`src/rtl/mul_div_unit.sv`:
```
// Multi-cycle multiply/divide unit owning the HI/LO registers.
// mult/multu finish after MUL_LAT cycles; div/divu after 32 restoring steps plus a sign-fix cycle.
module mul_div_unit #(
    parameter int MUL_LAT = 2
) (
    input  logic        clk,
    input  logic        rst,
    input  logic [3:0]  mul_control,
    input  logic        issue_valid,
    input  logic [31:0] op_a,
    input  logic [31:0] op_b,
    input  logic        hi_wen,
    input  logic        lo_wen,
    input  logic [31:0] wdata,
    input  logic        flush,
    output logic        issue_ready,
    output logic        busy,
    output logic        done,
    output logic [31:0] hi,
    output logic [31:0] lo,
    output logic [1:0]  dbg_state
);

    typedef enum logic [1:0] {ST_IDLE, ST_MUL, ST_DIV, ST_FIX} state_t;

    state_t      r_state;
    state_t      w_next;
    logic [4:0]  r_cnt;
    logic [31:0] r_a;
    logic [31:0] r_b;
    logic [31:0] r_rem;
    logic [31:0] r_quo;
    logic        r_sgn;
    logic        r_neg_q;
    logic        r_neg_r;
    logic [31:0] r_hi;
    logic [31:0] r_lo;
    logic        r_done;

    logic        w_onehot;
    logic        w_accept;
    logic        w_is_mul;
    logic        w_signed;
    logic        w_complete;
    logic [31:0] w_abs_a;
    logic [31:0] w_abs_b;
    logic [32:0] w_shift;
    logic        w_ge;
    logic [31:0] w_sub;
    logic [63:0] w_ext_a;
    logic [63:0] w_ext_b;
    logic [63:0] w_prod;
    logic [31:0] w_res_hi;
    logic [31:0] w_res_lo;

    // Handshake: an issue is taken on a rising edge when issue_valid & issue_ready,
    // mul_control is exactly one-hot and flush is low; anything else is ignored.
    assign w_onehot   = (mul_control != 4'd0) && ((mul_control & (mul_control - 4'd1)) == 4'd0);
    assign w_accept   = issue_valid && (r_state == ST_IDLE) && w_onehot && !flush;
    assign w_is_mul   = mul_control[0] | mul_control[1];
    assign w_signed   = mul_control[0] | mul_control[2];
    assign w_complete = !flush && (((r_state == ST_MUL) && (r_cnt == 5'd0)) || (r_state == ST_FIX));

    assign w_abs_a = (w_signed && op_a[31]) ? (~op_a + 32'd1) : op_a;
    assign w_abs_b = (w_signed && op_b[31]) ? (~op_b + 32'd1) : op_b;

    // Restoring step: the shifted remainder is always below twice the divisor, so the low 32 bits of
    // the subtraction are exact whenever the compare succeeds.
    assign w_shift = {r_rem, r_quo[31]};
    assign w_ge    = w_shift >= {1'b0, r_b};
    assign w_sub   = w_shift[31:0] - r_b;

    assign w_ext_a = {{32{r_sgn & r_a[31]}}, r_a};
    assign w_ext_b = {{32{r_sgn & r_b[31]}}, r_b};
    assign w_prod  = w_ext_a * w_ext_b;

    always_comb begin
        w_res_hi = w_prod[63:32];
        w_res_lo = w_prod[31:0];
        if (r_state == ST_FIX) begin
            if (r_b == 32'd0) begin
                w_res_hi = r_a;
                w_res_lo = 32'hFFFF_FFFF;
            end else begin
                w_res_hi = r_neg_r ? (~r_rem + 32'd1) : r_rem;
                w_res_lo = r_neg_q ? (~r_quo + 32'd1) : r_quo;
            end
        end
    end

    always_comb begin
        w_next = r_state;
        case (r_state)
            ST_IDLE: if (w_accept) w_next = w_is_mul ? ST_MUL : ST_DIV;
            ST_MUL:  if (r_cnt == 5'd0) w_next = ST_IDLE;
            ST_DIV:  if (r_cnt == 5'd0) w_next = ST_FIX;
            ST_FIX:  w_next = ST_IDLE;
            default: w_next = ST_IDLE;
        endcase
        if (flush && (r_state != ST_IDLE)) w_next = ST_IDLE;
    end

    always_ff @(posedge clk or posedge rst) begin
        if (rst) r_state <= ST_IDLE;
        else     r_state <= w_next;
    end

    always_ff @(posedge clk or posedge rst) begin
        if (rst) begin
            r_cnt   <= 5'd0;
            r_a     <= 32'd0;
            r_b     <= 32'd0;
            r_rem   <= 32'd0;
            r_quo   <= 32'd0;
            r_sgn   <= 1'b0;
            r_neg_q <= 1'b0;
            r_neg_r <= 1'b0;
            r_hi    <= 32'd0;
            r_lo    <= 32'd0;
            r_done  <= 1'b0;
        end else begin
            r_done <= w_complete;
            if (w_accept) begin
                r_a     <= op_a;
                r_b     <= w_is_mul ? op_b : w_abs_b;
                r_sgn   <= w_signed;
                r_quo   <= w_abs_a;
                r_rem   <= 32'd0;
                r_neg_q <= w_signed & (op_a[31] ^ op_b[31]);
                r_neg_r <= w_signed & op_a[31];
                r_cnt   <= w_is_mul ? 5'(MUL_LAT - 1) : 5'd31;
            end else begin
                if (r_state == ST_DIV) begin
                    r_rem <= w_ge ? w_sub : w_shift[31:0];
                    r_quo <= {r_quo[30:0], w_ge};
                end
                if (((r_state == ST_MUL) || (r_state == ST_DIV)) && (r_cnt != 5'd0))
                    r_cnt <= r_cnt - 5'd1;
            end
            // A move-to write on the completion edge takes priority for its own register.
            if (hi_wen)          r_hi <= wdata;
            else if (w_complete) r_hi <= w_res_hi;
            if (lo_wen)          r_lo <= wdata;
            else if (w_complete) r_lo <= w_res_lo;
        end
    end

    assign busy        = (r_state != ST_IDLE);
    assign issue_ready = !busy;
    assign done        = r_done;
    assign hi          = r_hi;
    assign lo          = r_lo;
    assign dbg_state   = r_state;

endmodule

```
`config.mk`:
```
export PLATFORM = sky130hd
export DESIGN_NAME = mul_div_unit
export DESIGN_NICKNAME = d
export VERILOG_FILES = /design/src/rtl/mul_div_unit.sv
export SDC_FILE = /design/constraint.sdc
export NUM_CORES = 2
export LEC_CHECK = 0
export ABC_AREA = 1
export BUFFER_PORTS_ARGS = -buffer_cell sky130_fd_sc_hd__buf_2
export CORE_MARGIN = 8
export CORE_UTILIZATION = 57
export CTS_BUF_LIST = sky130_fd_sc_hd__clkbuf_16
export DETAILED_ROUTE_END_ITERATION = 8
export GPL_TIMING_DRIVEN = 0
export PLACE_DENSITY = 0.74
export SLEW_MARGIN = 40
export SYNTH_ARGS = -nofsm -noshare
export SYNTH_HDL_FRONTEND = slang
export SYNTH_SLANG_ARGS = --single-unit
```
`constraint.sdc`:
```
create_clock -name clk -period 14.5 [get_ports clk]
set_input_delay 2.175 -clock clk [delete_from_list [all_inputs] [get_ports clk]]
set_output_delay 2.175 -clock clk [all_outputs]
set_load 0.005 [all_outputs]
```
Word level (Yosys, flattened, before mapping)
Index checks and enable logic that the tools add are counted.
- add/subtract/negate cells: 7
- multiply operators: 1
- order comparisons: 1
- eq/ne operators: 6
- multiplexer cells: 27
- bitwise operators: 12
- reductions and logical operators: 26
- operator list (cell ; count):
    $mux W32 ; 18
    $add A32 B1 Y32 const B ; 4
    $not A32 Y32 ; 4
    $mul A33 B33 Y64 ; 1
    $ge A33 B32 Y1 ; 1
    $logic_not A32 Y1 ; 1
    $sub A32 B32 Y32 ; 1
    $mux W5 ; 3
    $logic_and A1 B1 Y1 ; 10
    $mux W2 ; 5
    $reduce_bool A2 Y1 ; 5
    $pmux W2 S4 ; 1
    $logic_not A5 Y1 ; 1
    $reduce_bool A5 Y1 ; 1
    $sub A5 B1 Y5 const B ; 1
    $and A1 B1 Y1 ; 4
    $and A4 B4 Y4 ; 1
    $eq A2 B2 Y1 const B ; 2
    $logic_not A4 Y1 ; 1
    $reduce_bool A4 Y1 ; 1
    $sub A4 B1 Y4 const B ; 1
    $ne A3 B1 Y1 const B ; 1
    $ne A3 B2 Y1 const B ; 1
    $ne A3 B3 Y1 const B ; 1
    7 further kinds ; 10
- register bits after elaboration: 203
- input bits: 106
- output and inout bits: 69
- word-level logic and storage cells: 92

Logic depth before layout (Yosys ltp)
- depth in word-level cells: 9
- depth in mapped cells: 38
- depth with buffers taken out: 36

Least setup slack after synthesis
No wires, ideal clock.
- path type: reg-to-reg
- start: reg r_a[31]
- end: reg r_hi[23] (netlist: hi[23])
- setup time: 0.117 ns
- arrival time: 7.435 ns
- data required time: 14.383 ns
- path slack: 6.949 ns
- cell stages (with the launch flop): 32
- path buffers: 3
- clock period less this slack: 7.551 ns
- path through: dfrtp_1 buf_2 nand2_1 clkbuf_1 buf_1 nor2_1 fa_1 inv_1 fa_1 inv_1 fa_1 fa_1 inv_1 fa_1 inv_1 fa_1 inv_1 fa_1 fa_1 inv_1 ha_1 nand2_1 nor2_1 nand2_1 nor4_1 nand2_1 nand3_1 nand2_1 nand3_1 nand2_1 nand2_1 nand2_1
- word-level cells in the longest chain between the ends: 5
- ends and longest elaborated chain (what ; line ; source):
    start, declared ; 29 ; logic [31:0] r_a;
    start signal, assigned ; 124 ; r_a <= op_a;
    $and A1 B1 Y1 ; 73 ; assign w_ext_a = {{32{r_sgn & r_a[31]}}, r_a};
    $mul A33 B33 Y64 (*) ; 75 ; assign w_prod = w_ext_a * w_ext_b;
    $mux W32 (*) ; 80 ; if (r_state == ST_FIX) begin
    $mux W32 (*) ; 142 ; else if (w_complete) r_hi <= w_res_hi;
    $mux W32 (*) ; 141 ; if (hi_wen) r_hi <= wdata;
    end signal, assigned ; 141 ;
    end signal, assigned ; 142 ;
    end, declared ; 36 ; logic [31:0] r_hi;
Mark *: on every way between the ends. The rest lies on a longest branch, timed or not. The select of a mux whose other input is x is not followed.
A chain may end at the register's enable or synchronous reset.

Worst setup path in the final report
- start: reg r_a[31]
- end: reg r_hi[31] (netlist: hi[31])
- word-level cells in the longest chain between the ends: 5
- elaborated cells on any way between the ends: 6
- classes of those cells: mul (1); mux (4); bitwise (1)
- ends and longest elaborated chain (what ; line):
    $and A1 B1 Y1 ; 73
    $mul A33 B33 Y64 ; 75
    $mux W32 (*) ; 80
    $mux W32 (*) ; 142
    $mux W32 (*) ; 141
Marked as above.

==> results.md <==
* Delay of the slowest critical-path stage at 0.86 ns
* Total Neg Setup Slack at 0 ns
* Seq/Total Area, Yosys at 0.09149
* Synth cell types at 51
* Ys async rst share at 1.000
* CP max FO at 10
* Routability cong. at 1.060
* Crit path launch type: register
* Die area at 0.1077 mm²
* Area Growth Syn to Fin at 6.398%
* Global-route wire length before repair at 335.5 mm
* Number of flops mapped to enable cells by yosys at 0
* Setup repair bufs after CTS at 0
* CTS clk-pin slew, worst paths at 0.06 ns
* Worst-Margin Slew at 1.015 ns
* Slew Limit Fails at 0
* Final setup fails at 0
* Initial core utilization at 0.5750
* Yosys warns at 0
* CP Class: reg -> reg
* Outcome: finished, final reports clean
* CTS root buffer: clkbuf_16
* DRT Wirelength at 227.0 mm
* Ports at 175
* # Max-Cap Violations at 0
* Initial antenna violation count at 22
* Vias in the first global route at 52940
* Gr ovfl total at 0
* IO Port Bufs at 172
* Most numerous cell on the critical path: fa_1
* Post-synthesis cell count at 7451
* Share of layout cells above drive strength 1 at 0.05562
* Post-layout minimum cycle time at 10.15 ns
* Mapped Nets at 8937
* Syn Area/Cell at 7.452 µm²
* Initial DRC count at 5629
* Via/cell ratio at 5.743
* Critical path arrival at 10.62 ns
* Hold buffers post-CTS at 0
* Clk Latency, worst-skew pair at 0.58 ns
* Fill cell count at 9117
* DP HPWL at 195.1 mm
* Synthesized area at 0.05552 mm²
* Nets at 9144
* Largest net degree at the start of global routing at 75
* Core ar. at 0.09657 mm²
* Routed Antenna Nets at 0
* Period utilisation layout at 0.6997
* Slowest-stage cell, CP: fa_2
* Worst setup EP type: register
* Drc violations at 0
* Final-report hold violation count at 0
* # rows at 114
* Relative max-transition margin at 0.3233
* Worst min-delay path category: reg -> reg
* Clock Sinks at 203
* Fmax at 98.56 MHz
* WL per Instance at 25.31 µm
* RSZ-0062 raised after global routing: false
* Post-CTS resize count at 0
* Synth Flop Type: dfrtp_1
* Die X at 328.1 µm
* CTS max path bufs at 3
* Initial DRT Pass Iterations at 8
* WP data required at 14.97 ns
* CTS H-Tree Depth at 1
* CTS tree: yes
* Clk_skew at 0.04284 ns
* DR vias at 51510
* GRT Total Usage at 0.4213
* Synth Register Bits at 203
* Number of buffers created by CTS at 25
* Die Span Y at 328.1 µm
## kinds of logic after synthesis
group                    Yosys count  share of synthesized area
flip-flops                       203                    0.09149
AND/OR/NAND/NOR                 2854                     0.2089
XOR/XNOR                          98                    0.01546
buffers and inverters           2256                     0.1538
AO/OA/AOI/OAI                    660                    0.06706
adder cells (fa/ha/maj)         1380                     0.4632
## Yosys cell counts (all sizes together), types with 9 or more instances
library cell  number  area (µm²)
a21o               9       67.56
a21oi            244        1236
a31oi              9       56.30
buf               43       234.0
clkbuf           317        1190
dfrtp            203        5080
fa              1126       22540
ha               254        3178
inv             1895        7113
nand2           2011        7574
nand3            302        1526
nand4             57       356.6
nor2             400        1639
nor3              50       281.5
nor4              20       125.1
o211ai            53       397.9
o21ai            273        1366
o21bai            23       172.7
o221ai            14       122.6
o22ai             22       200.2
xnor2             22       192.7
xor2              76       665.6
## cell usage in the layout (no fill, tap or decap), types with 4 or more instances in the layout
master / Yosys / final
a21o_1: 9 / 9
a21oi_1: 242 / 242
a31oi_1: 9 / 9
buf_1: 4 / 4
buf_2: 36 / 208
buf_4: 1 / 4
clkbuf_1: 317 / 214
clkbuf_16: 0 / 25
clkbuf_2: 0 / 103
clkinv_1: 1 / 6
clkinv_2: 0 / 6
dfrtp_1: 203 / 203
diode_2: 0 / 15
fa_1: 1126 / 1124
ha_1: 254 / 254
inv_1: 1884 / 1887
inv_2: 11 / 11
nand2_1: 2005 / 2005
nand2_2: 4 / 4
nand3_1: 299 / 299
nand3b_1: 8 / 8
nand4_1: 57 / 57
nor2_1: 375 / 375
nor2_2: 10 / 10
nor2_4: 15 / 15
nor3_1: 45 / 45
nor3_2: 4 / 4
nor4_1: 20 / 20
o211ai_1: 53 / 53
o21a_1: 4 / 4
o21ai_0: 251 / 251
o21ai_1: 22 / 22
o21bai_1: 23 / 23
o221ai_1: 14 / 14
o22ai_1: 12 / 12
o22ai_2: 10 / 10
xnor2_1: 22 / 22
xor2_1: 76 / 76
## worst max-delay path, delay by kind of cell (launching register included)
kind / cells / cell delay, ns
buffers and inverters: 7 / 2.18
AO/OA/AOI/OAI: 3 / 1.07
AND/OR/NAND/NOR: 9 / 1.24
flip-flops: 1 / 0.35
adder cells (fa/ha/maj): 9 / 5.15
## stage by stage
stage | setup WS, ns | hold slack (ns) | instance area [µm²] | std cells | util
floorplan | 6.786 | 0.4491 | 55520 | 7451 | -
global placement | 4.312 | 0.4611 | 57980 | 8899 | 0.6004
detailed placement | 4.290 | 0.4640 | 58200 | 8904 | 0.6027
CTS | 4.265 | 0.4792 | 59000 | 8950 | 0.6110
global route | 4.065 | 0.5028 | 59040 | 8954 | 0.6114
finish | 4.354 | 0.4804 | 59070 | 8968 | 0.6118
## per-layer routing
| metal | GRT usage | wire [µm] | vias up |
|---|---|---|---|
| met5 | 0 | 97 | - |
| met4 | 0.2888 | 19330 | 16 |
| met3 | 0.1168 | 25580 | 813 |
| met2 | 0.6509 | 100700 | 3056 |
| met1 | 0.5128 | 81330 | 25400 |
| li1 | - | - | 22220 |
## state kept, by name, summed over array words and instances, names as in the netlist
signal	cells
hi	32
r_quo	32
dbg_state	2
r_neg_r	1
r_a	32
r_rem	32
r_cnt	5
r_b	32
lo	32
r_neg_q	1
r_sgn	1
done	1
## cell type report
type,count,area (µm²),area share
Inverter,1896,7124,0.1206
Buffer,360,1553,0.02628
Clock buffer,25,625.6,0.01059
Tap cell,1276,1597,0.02703
Clock inverter,21,170.2,0.002880
Timing Repair Buffer,180,980.9,0.01661
Multi-Input combinational cell,4992,41910,0.7094
Sequential cell,203,5080,0.08599
Antenna cell,15,37.54,0.0006354
## final timing paths
| check | slack, ns | to | start | cells after the start |
|---|---|---|---|---|
| max in group asynchronous | 12.11 | r_b[19] | rst | 3 |
| worst max-delay path | 4.35 | hi[31] | r_a[31] | 28 |
| worst min-delay path | 0.48 | hi[0] | hi[0] | 2 |
| worst max register to register | 4.35 | hi[31] | r_a[31] | 28 |
| worst min register to register | 0.48 | hi[0] | hi[0] | 2 |
| min in group asynchronous | 1.61 | r_quo[12] | rst | 2 |
Power is not shown: default switching activity piles up to over one toggle a cycle in this logic, so the estimate is an artifact.
